--- src/rtl/gdcapture_pkg.sv ---
// rtl/gdcapture_pkg.sv - shared GVRAM frame constants and helpers for the pixel capture path
package gdcapture_pkg;

  localparam int GVRAM_BYTES_PER_FRAME = 8000;
  localparam int GVRAM_ADDR_W          = 13;

  typedef logic [7:0] pix_byte_t;

  function automatic int unsigned wrap_inc(input int unsigned a, input int unsigned n);
    return (a == n - 1) ? 0 : a + 1;
  endfunction

endpackage

--- src/rtl/gdcapture_if.sv ---
// rtl/gdcapture_if.sv - GVRAM write request bus between capture and arbiter
interface gdcapture_if #(
  parameter int ADDR_W = gdcapture_pkg::GVRAM_ADDR_W
);
  logic              WREQ;
  logic [7:0]        WDATA;
  logic [ADDR_W-1:0] WADDR;
  logic              WACK;

  modport master (output WREQ, output WDATA, output WADDR, input WACK);
  modport slave  (input WREQ, input WDATA, input WADDR, output WACK);
endinterface

--- src/rtl/gdcap_shift.sv ---
// rtl/gdcap_shift.sv - LSB-first pixel shifter; flags each completed byte, clears in blanking
module gdcap_shift
  import gdcapture_pkg::*;
(
  input  logic      clk,
  input  logic      rst_n,
  input  logic      active,
  input  logic      pixen,
  input  logic      gdat,
  output logic      byte_done,
  output pix_byte_t byte_val
);

  pix_byte_t  sh_q, sh_d;
  logic [2:0] bcnt_q, bcnt_d;

  always_comb begin
    sh_d   = sh_q;
    bcnt_d = bcnt_q;
    if (!active) begin
      sh_d   = '0;
      bcnt_d = '0;
    end else if (pixen) begin
      sh_d   = {gdat, sh_q[7:1]};
      bcnt_d = bcnt_q + 3'd1;
    end
  end

  // Blanking wins over a coincident 8th strobe, so done is gated by active
  assign byte_done = active && pixen && (bcnt_q == 3'd7);
  assign byte_val  = {gdat, sh_q[7:1]};

  always_ff @(posedge clk or negedge rst_n) begin
    if (!rst_n) begin
      sh_q   <= '0;
      bcnt_q <= '0;
    end else begin
      sh_q   <= sh_d;
      bcnt_q <= bcnt_d;
    end
  end

endmodule

--- src/rtl/gdcapture.sv ---
// rtl/gdcapture.sv - pixel stream to GVRAM byte writes: holding register, frame address, overrun, frame-done
module gdcapture
  import gdcapture_pkg::*;
#(
  parameter int BYTES_PER_FRAME = GVRAM_BYTES_PER_FRAME,
  parameter int ADDR_W          = GVRAM_ADDR_W
)(
  input  logic CLK,
  input  logic nRST,
  input  logic nHBLANK,
  input  logic nVBLANK,
  input  logic PIXEN,
  input  logic GDAT,
  input  logic OVRCLR,
  output logic OVR,
  output logic FDONE,
  gdcapture_if.master wr
);

  logic      byte_done;
  pix_byte_t byte_val;

  gdcap_shift u_shift (
    .clk       (CLK),
    .rst_n     (nRST),
    .active    (nHBLANK && nVBLANK),
    .pixen     (PIXEN),
    .gdat      (GDAT),
    .byte_done (byte_done),
    .byte_val  (byte_val)
  );

  logic [ADDR_W-1:0] acnt_q, acnt_d;
  logic              wreq_q, wreq_d;
  pix_byte_t         wdata_q, wdata_d;
  logic [ADDR_W-1:0] waddr_q, waddr_d;
  logic              ovr_q, ovr_d;
  logic              vbl_q, vbl_d;
  logic              fdone_q, fdone_d;
  logic              ovr_set;

  always_comb begin
    acnt_d  = acnt_q;
    wreq_d  = wreq_q;
    wdata_d = wdata_q;
    waddr_d = waddr_q;
    ovr_set = 1'b0;

    if (!nVBLANK) begin
      acnt_d = '0;
    end else if (byte_done) begin
      acnt_d = ADDR_W'(wrap_inc(32'(acnt_q), 32'(BYTES_PER_FRAME)));
    end

    // A new byte may replace the pending one only if the arbiter takes it this cycle
    if (byte_done) begin
      if (!wreq_q || wr.WACK) begin
        wreq_d  = 1'b1;
        wdata_d = byte_val;
        waddr_d = acnt_q;
      end else begin
        ovr_set = 1'b1;
      end
    end else if (wreq_q && wr.WACK) begin
      wreq_d = 1'b0;
    end

    ovr_d = ovr_q;
    if (ovr_set) begin
      ovr_d = 1'b1;
    end else if (OVRCLR) begin
      ovr_d = 1'b0;
    end

    vbl_d   = nVBLANK;
    fdone_d = vbl_q && !nVBLANK;
  end

  always_ff @(posedge CLK or negedge nRST) begin
    if (!nRST) begin
      acnt_q  <= '0;
      wreq_q  <= 1'b0;
      wdata_q <= '0;
      waddr_q <= '0;
      ovr_q   <= 1'b0;
      vbl_q   <= 1'b1;
      fdone_q <= 1'b0;
    end else begin
      acnt_q  <= acnt_d;
      wreq_q  <= wreq_d;
      wdata_q <= wdata_d;
      waddr_q <= waddr_d;
      ovr_q   <= ovr_d;
      vbl_q   <= vbl_d;
      fdone_q <= fdone_d;
    end
  end

  assign wr.WREQ  = wreq_q;
  assign wr.WDATA = wdata_q;
  assign wr.WADDR = waddr_q;
  assign OVR      = ovr_q;
  assign FDONE    = fdone_q;

endmodule

--- src/flat_wrapper.sv ---
// flat-port wrapper written by rule: the top's interface ports become plain ports
module gdcapture_flat import gdcapture_pkg::*;
#(
  parameter int BYTES_PER_FRAME = GVRAM_BYTES_PER_FRAME,
  parameter int ADDR_W          = GVRAM_ADDR_W
)
  (CLK, nRST, nHBLANK, nVBLANK, PIXEN, GDAT, OVRCLR, OVR, FDONE, wr_WREQ, wr_WDATA, wr_WADDR, wr_WACK);
  gdcapture_if #(.ADDR_W(ADDR_W)) wr_i ();
  input  logic CLK;
  input  logic nRST;
  input  logic nHBLANK;
  input  logic nVBLANK;
  input  logic PIXEN;
  input  logic GDAT;
  input  logic OVRCLR;
  output logic OVR;
  output logic FDONE;
  output wire logic [$bits(wr_i.WREQ)-1:0] wr_WREQ;
  output wire logic [$bits(wr_i.WDATA)-1:0] wr_WDATA;
  output wire logic [$bits(wr_i.WADDR)-1:0] wr_WADDR;
  input wire logic [$bits(wr_i.WACK)-1:0] wr_WACK;
  assign wr_WREQ = wr_i.WREQ;
  assign wr_WDATA = wr_i.WDATA;
  assign wr_WADDR = wr_i.WADDR;
  assign wr_i.WACK = wr_WACK;
  gdcapture #(.BYTES_PER_FRAME(BYTES_PER_FRAME), .ADDR_W(ADDR_W)) u_core (.CLK(CLK), .nRST(nRST), .nHBLANK(nHBLANK), .nVBLANK(nVBLANK), .PIXEN(PIXEN), .GDAT(GDAT), .OVRCLR(OVRCLR), .OVR(OVR), .FDONE(FDONE), .wr(wr_i));
endmodule
--- config.mk ---
export PLATFORM = sky130hd
export DESIGN_NAME = gdcapture_flat
export DESIGN_NICKNAME = d
export VERILOG_FILES = /design/src/rtl/gdcapture_pkg.sv /design/src/rtl/gdcapture_if.sv /design/src/rtl/gdcap_shift.sv /design/src/rtl/gdcapture.sv /design/src/flat_wrapper.sv
export SDC_FILE = /design/constraint.sdc
export NUM_CORES = 1
export LEC_CHECK = 0
export ABC_AREA = 1
export BUFFER_PORTS_ARGS = -buffer_cell sky130_fd_sc_hd__buf_2
export CAP_MARGIN = 20
export CORE_MARGIN = 3
export CORE_UTILIZATION = 60
export CTS_BUF_LIST = sky130_fd_sc_hd__clkbuf_4 sky130_fd_sc_hd__clkbuf_8 sky130_fd_sc_hd__clkbuf_16
export DETAILED_ROUTE_END_ITERATION = 7
export GPL_TIMING_DRIVEN = 0
export PLACE_DENSITY_LB_ADDON = 0.08
export SLEW_MARGIN = 0
export SYNTH_ARGS = -nofsm -noshare
export SYNTH_HDL_FRONTEND = slang
export SYNTH_HIERARCHICAL = 1
export SYNTH_SLANG_ARGS = --single-unit
--- constraint.sdc ---
create_clock -name CLK -period 3.2 [get_ports CLK]
set_clock_uncertainty 0.2 [all_clocks]
set_input_delay 0.32 -clock CLK [delete_from_list [all_inputs] [get_ports CLK]]
set_output_delay 0.32 -clock CLK [all_outputs]
set_load 0.02 [all_outputs]
Yosys cells after proc, flatten, opt, wreduce, memory -nomap -nowiden:

Cells that the tools add are included.

* bits in registers: 49

* add/subtract/negate cells: 2
* equality and inequality tests: 5
* mux-type cells: 14
* reductions and logical operators: 12

Operators with widths (count)
* two-way mux 13 bit: 3
* two-way mux 8 bit: 2
* adder 13 x 1 -> 13 bit, second input constant: 1
* equality test 13 bit, second input constant: 1
* two-way mux 1 bit: 7
* two-way mux 3 bit: 2
* logical AND 1 bit: 5
* != test 2 bit, second input constant: 2
* AND reduction 2 bit: 2
* nonzero test 2 bit: 2
* adder 3 x 1 -> 3 bit, second input constant: 1
* equality test 3 bit, second input constant: 1
* logical NOT 1 bit: 2
* != test 2 x 1 -> 1 bit, second input constant: 1
* logical OR 1 bit: 1

Depth between registers and ports, before layout:

* depth in word-level cells: 5
* gate-level depth with buffers: 9

By module:

The synthesis kept the hierarchy.

Modules (own cells, without submodules)
* gdcapture: instances 1, cells an instance 179, area each 1677.9 µm², sequential area each 952.2 µm²
* gdcap_shift: instances 1, cells an instance 49, area each 469.2 µm², sequential area each 250.2 µm²

Least setup slack after synthesis:

OpenSTA, ideal clock, no wires.

* kind: register to register
* from: register u_core.u_shift.bcnt_q[0]
* to: register u_core.acnt_q[7]
* setup time: 0.120 ns
* arrival time: 1.517 ns
* required time: 2.880 ns
* path slack: 1.363 ns
* cell stages (with the launch flop): 9
* path buffers: 0
* cell sequence: dfrtp_1 -> ha_1 -> ha_1 -> and3_2 -> nor2_4 -> inv_2 -> nand3_1 -> xor2_1 -> nor2_1

* longest elaborated chain between the ends: 3

RTL lines
* start, declared: RTL line gdcap_shift.sv:15 `logic [2:0] bcnt_q, bcnt_d;`
* start signal, assigned: RTL line gdcap_shift.sv:39 `bcnt_q <= bcnt_d;`
* equality test 3 bit: RTL line gdcap_shift.sv:30 `assign byte_done = active && pixen && (bcnt_q == 3'd7);`
* logical AND 1 bit: RTL line gdcap_shift.sv:30
* net u_core.byte_done: RTL line gdcapture.sv:20 `logic byte_done;`
* != test 2 x 1 -> 1 bit (no line)
* end signal, assigned: RTL line gdcapture.sv:89 `acnt_q <= acnt_d;`
* end, declared: RTL line gdcapture.sv:33 `logic [ADDR_W-1:0] acnt_q, acnt_d;`

The timed path passes the listed nets, and every way through them passes these cells.
A chain may end at the register's enable or synchronous reset.

Worst setup path after layout:

* from: input nVBLANK
* to: register u_core.acnt_q[7]

* longest elaborated chain between the ends: 4
* elaborated cells between the ends (all ways): 5
* classes of those cells: eq/ne (1); mux (1); reduce/logical (3)

RTL lines
* start, declared: RTL line flat_wrapper.sv:12 `input logic nVBLANK;`
* logical AND 1 bit: RTL line gdcapture.sv:26 `.active (nHBLANK && nVBLANK),`
* logical AND 1 bit (2 in series): RTL line gdcap_shift.sv:30
* net u_core.byte_done: RTL line gdcapture.sv:20
* != test 2 x 1 -> 1 bit (no line)

The timed path passes the listed nets, and every way through them passes these cells.

==> metrics.md <==
| Metric | Value |
|---|---|
| Port Buffer Count | `31` |
| Vias | `between 1500 and 2000` |
| Routed WL per cell | `about 13 µm` |
| Core area | `3390 µm²` |
| Status | `finished, final reports clean` |
| DR iter-0 viols | `roughly 90` |
| DRT Wirelength | `slightly above 4000 µm` |
| Syn Nets | `239` |
| CP Capture Type | `flip-flop` |
| Global-route wire length before repair | `7238 µm` |
| Syn Inst Count | `228` |
| Hold Path Class | `input port to flip-flop` |
| Die area | `~4300 µm²` |
| Starting Density | `63.34%` |
| Least-Margin Pin Slew | `385.9 ps` |
| Worst-Skew Late Latency | `360 ps` |
| Proportion of synthesized chip area in sequential cells | `roughly 56%` |
| CP max FO | `8` |
| H-tree levels | `2` |
| WS Path Type | `input port to flip-flop` |
| Reg2reg path depth | `8` |
| Number of synthesized flops with an enable pin | `0` |
| Post-layout util | `73.83%` |
| P_int | `just over 800 µW` |
| Post_cts resized | `0` |
| RSZ-0062 raised after global routing | `false` |
| Fmax | `between 0.4 and 0.5 GHz` |
| Synth async-reset ratio | `between 90% and 100%` |
| Crit path DAT | `approximately 2200 ps` |
| Reg clk slew, reported paths | `between 100 and 150 ps` |
| Pleak | `1.338 nW` |
| Synth Cell Area | `2147 µm²` |
| Vias per cell | `5.226` |
| Crit path required time | `roughly 3300 ps` |
| Fillers | `~270` |
| IR drop worst, VDD | `294.8 µV` |
| CTS sink count | `48` |
| Die Wd | `between 60 and 70 µm` |
| Pin count of the biggest net entering global routing | `49` |
| Period utilization | `about two thirds` |
| Worst hold stages | `4` |
| YS warnings | `6` |
| Net Sw Power | `218.4 µW` |
| Power per standard cell area | `between 400 and 500 nW/µm²` |
| GRT Overall Usage | `22.14%` |
| Clock network power share | `a little over a third` |
| Comb pwr share | `under 10%` |
| CTS Buffer Depth | `2` |
| Initial antenna violation count | `0` |
| Synth Register Bits | `48` |
| Final Setup Violations | `0` |
| Hold buffers post-CTS | `4` |
| Final Slew Violations | `0` |
| Area Overhead vs Synth | `16.55%` |
| Post-layout minimum cycle time | `2096 ps` |
| Normalized max-slew margin | `74.28%` |
| Yosys cell types | `27` |
| Number of global-route vias before repair | `1600` |
| Num CTS Buffers | `5` |
| Switching Fraction | `roughly a fifth` |
| Ys flop type | `dfrtp_1` |
| Die Y | `between 60 and 70 µm` |
| CTS tree | `done` |
| Fin Setup TNS | `0 ps` |
| Final net count | `~280` |
| CTS Root Cell | `clkbuf_4` |
| Worst setup SP type | `input port` |
| GR Overflow Total | `0` |
| Diode count | `0` |
| # Post-CTS Setup Buffers | `0` |
| Avg Cell Area, Syn | `9.417 µm²` |
| Layout cells sized above 1 | `22.79%` |
| Final Wtd Congestion | `0.7962` |
| Final Hold Viols | `0` |
| Drt drc | `0` |
| Post-DRT Antenna Nets | `0` |
| Reg power frac | `59.5%` |
| Max-Cap Viols | `0` |
| DRT Pass-1 Iters | `4` |
| Io pins | `32` |
| Row cnt | `21` |
| Detailed placement HPWL | `2821 µm` |
==> critical path, stage by stage <==
cell and delay [ps]:
dlygate4sd3_1 530, buf_2 170, nand2_1 90, inv_1 80, and3_2 250, nor2_4 230, inv_2 130, nand3_1 140
xor2_1 150, nor2_1 60
==> registers in the layout (all words and copies together) (netlist names) <==
signal and flops:
u_core/u_shift/bcnt_q 3, u_core/wr.WDATA 8, u_core/vbl_q 1, u_core/wr.WADDR 13
u_core/acnt_q 13, u_core/FDONE 1, u_core/u_shift/sh_q 7, u_core/wr.WREQ 1
u_core/OVR 1
==> cell usage after synthesis (all sizes together), types with 3 or more instances <==
cell type / instances / area share [%]
nor3: 4 / 1.2
nor2: 21 / 4.5
buf: 5 / 2.4
inv: 27 / 4.7
nand3: 30 / 7.5
ha: 3 / 1.7
o21ai: 16 / 3.7
nand4: 4 / 1.2
dfrtp: 47 / 55
mux2: 9 / 4.7
nand2: 50 / 9.0
xor2: 4 / 1.6
==> path summary, 6_finish.rpt <==
path	to	start	slack (ps)
max in group asynchronous	u_core/vbl_q$_DFF_PN1_	nRST	2190
setup reg to reg	u_core/acnt_q[7]$_DFFE_PN0P_	u_core/u_shift/bcnt_q[0]$_DFFE_PN0P_	1160
hold / removal	u_core/wr.WREQ$_DFFE_PN0P_	wr_WACK	50
hold reg to reg	u_core/wr.WADDR[12]$_DFFE_PN0P_	u_core/wr.WADDR[12]$_DFFE_PN0P_	290
min in group asynchronous	u_core/wr.WDATA[3]$_DFFE_PN0P_	nRST	100
setup / recovery	u_core/acnt_q[7]$_DFFE_PN0P_	nVBLANK	1100
==> metal layers <==
metal,vias up,global-route usage [%],wire (µm)
met3,7,5.612,280
met2,49,33.67,1766
li1,823,-,-
met4,0,6.995,50
met5,-,0,0
met1,783,31.14,1948
==> final cells by class <==
| class | count | area, µm² | share of cell area (%) |
|---|---|---|---|
| Sequential cell | 48 | 1202 | 48.05 |
| Clock buffer | 7 | 52.55 | 2.100 |
| Timing Repair Buffer | 36 | 215.2 | 8.600 |
| Clock inverter | 1 | 30.03 | 1.200 |
| Multi-Input combinational cell | 146 | 783.3 | 31.30 |
| Inverter | 27 | 101.3 | 4.050 |
| Tap cell | 46 | 57.56 | 2.300 |
| Buffer | 7 | 60.06 | 2.400 |
==> layout by cell type, fill, tap and decap left out, types with 2 or more instances in the layout <==
master         instances
ha_1                   3
nand2_1               48
nand3_1               28
nand2_2                2
mux2_1                 6
mux2_2                 3
buf_6                  4
dfrtp_1               47
clkbuf_4               7
nor2_4                 2
xor2_1                 4
a21oi_1                2
inv_2                  4
nand3_2                2
nand4_1                4
nor3_1                 3
inv_1                 23
dlygate4sd3_1          4
o21ai_0               15
nor2_1                18
clkbuf_1               2
buf_2                 31
==> metrics by stage <==
step                area (µm²)  std cells  setup WS (ps)  total power, mW  hold WS [ps]
finish                    2502        318           1104            1.030         46.92
global route              2502        318          987.0            1.072         55.39
CTS                       2482        317           1125            1.040         30.96
detailed placement        2360        305           1206           0.6708         268.9
global placement          2360        305           1198           0.6701         245.0
floorplan                 2147        228           1363           0.6468        -175.6
==> power by group through the flow <==
stage | Clock [mW] | Sequential (mW) | Combinational, mW
5_1_grt | 0.399 | 0.614 | 0.0594
6_report | 0.365 | 0.613 | 0.0526
2_1_floorplan | 0 | 0.625 | 0.0217
4_1_cts | 0.377 | 0.613 | 0.0503
3_5_place_dp | 0 | 0.624 | 0.0464
3_3_place_gp | 0 | 0.624 | 0.0458
==> cell families (layout without fill, tap and decap cells) <==
group | after synthesis | in the layout | synth area share, %
AND/OR/NAND/NOR | 111 | 111 | 23.89
flip-flops | 48 | 48 | 56.00
buffers and inverters | 34 | 78 | 7.517
AO/OA/AOI/OAI | 19 | 19 | 4.487
multiplexers | 9 | 9 | 4.720
XOR/XNOR | 4 | 4 | 1.632
adder cells (fa/ha/maj) | 3 | 3 | 1.748
(Power assumes the default switching activity.)
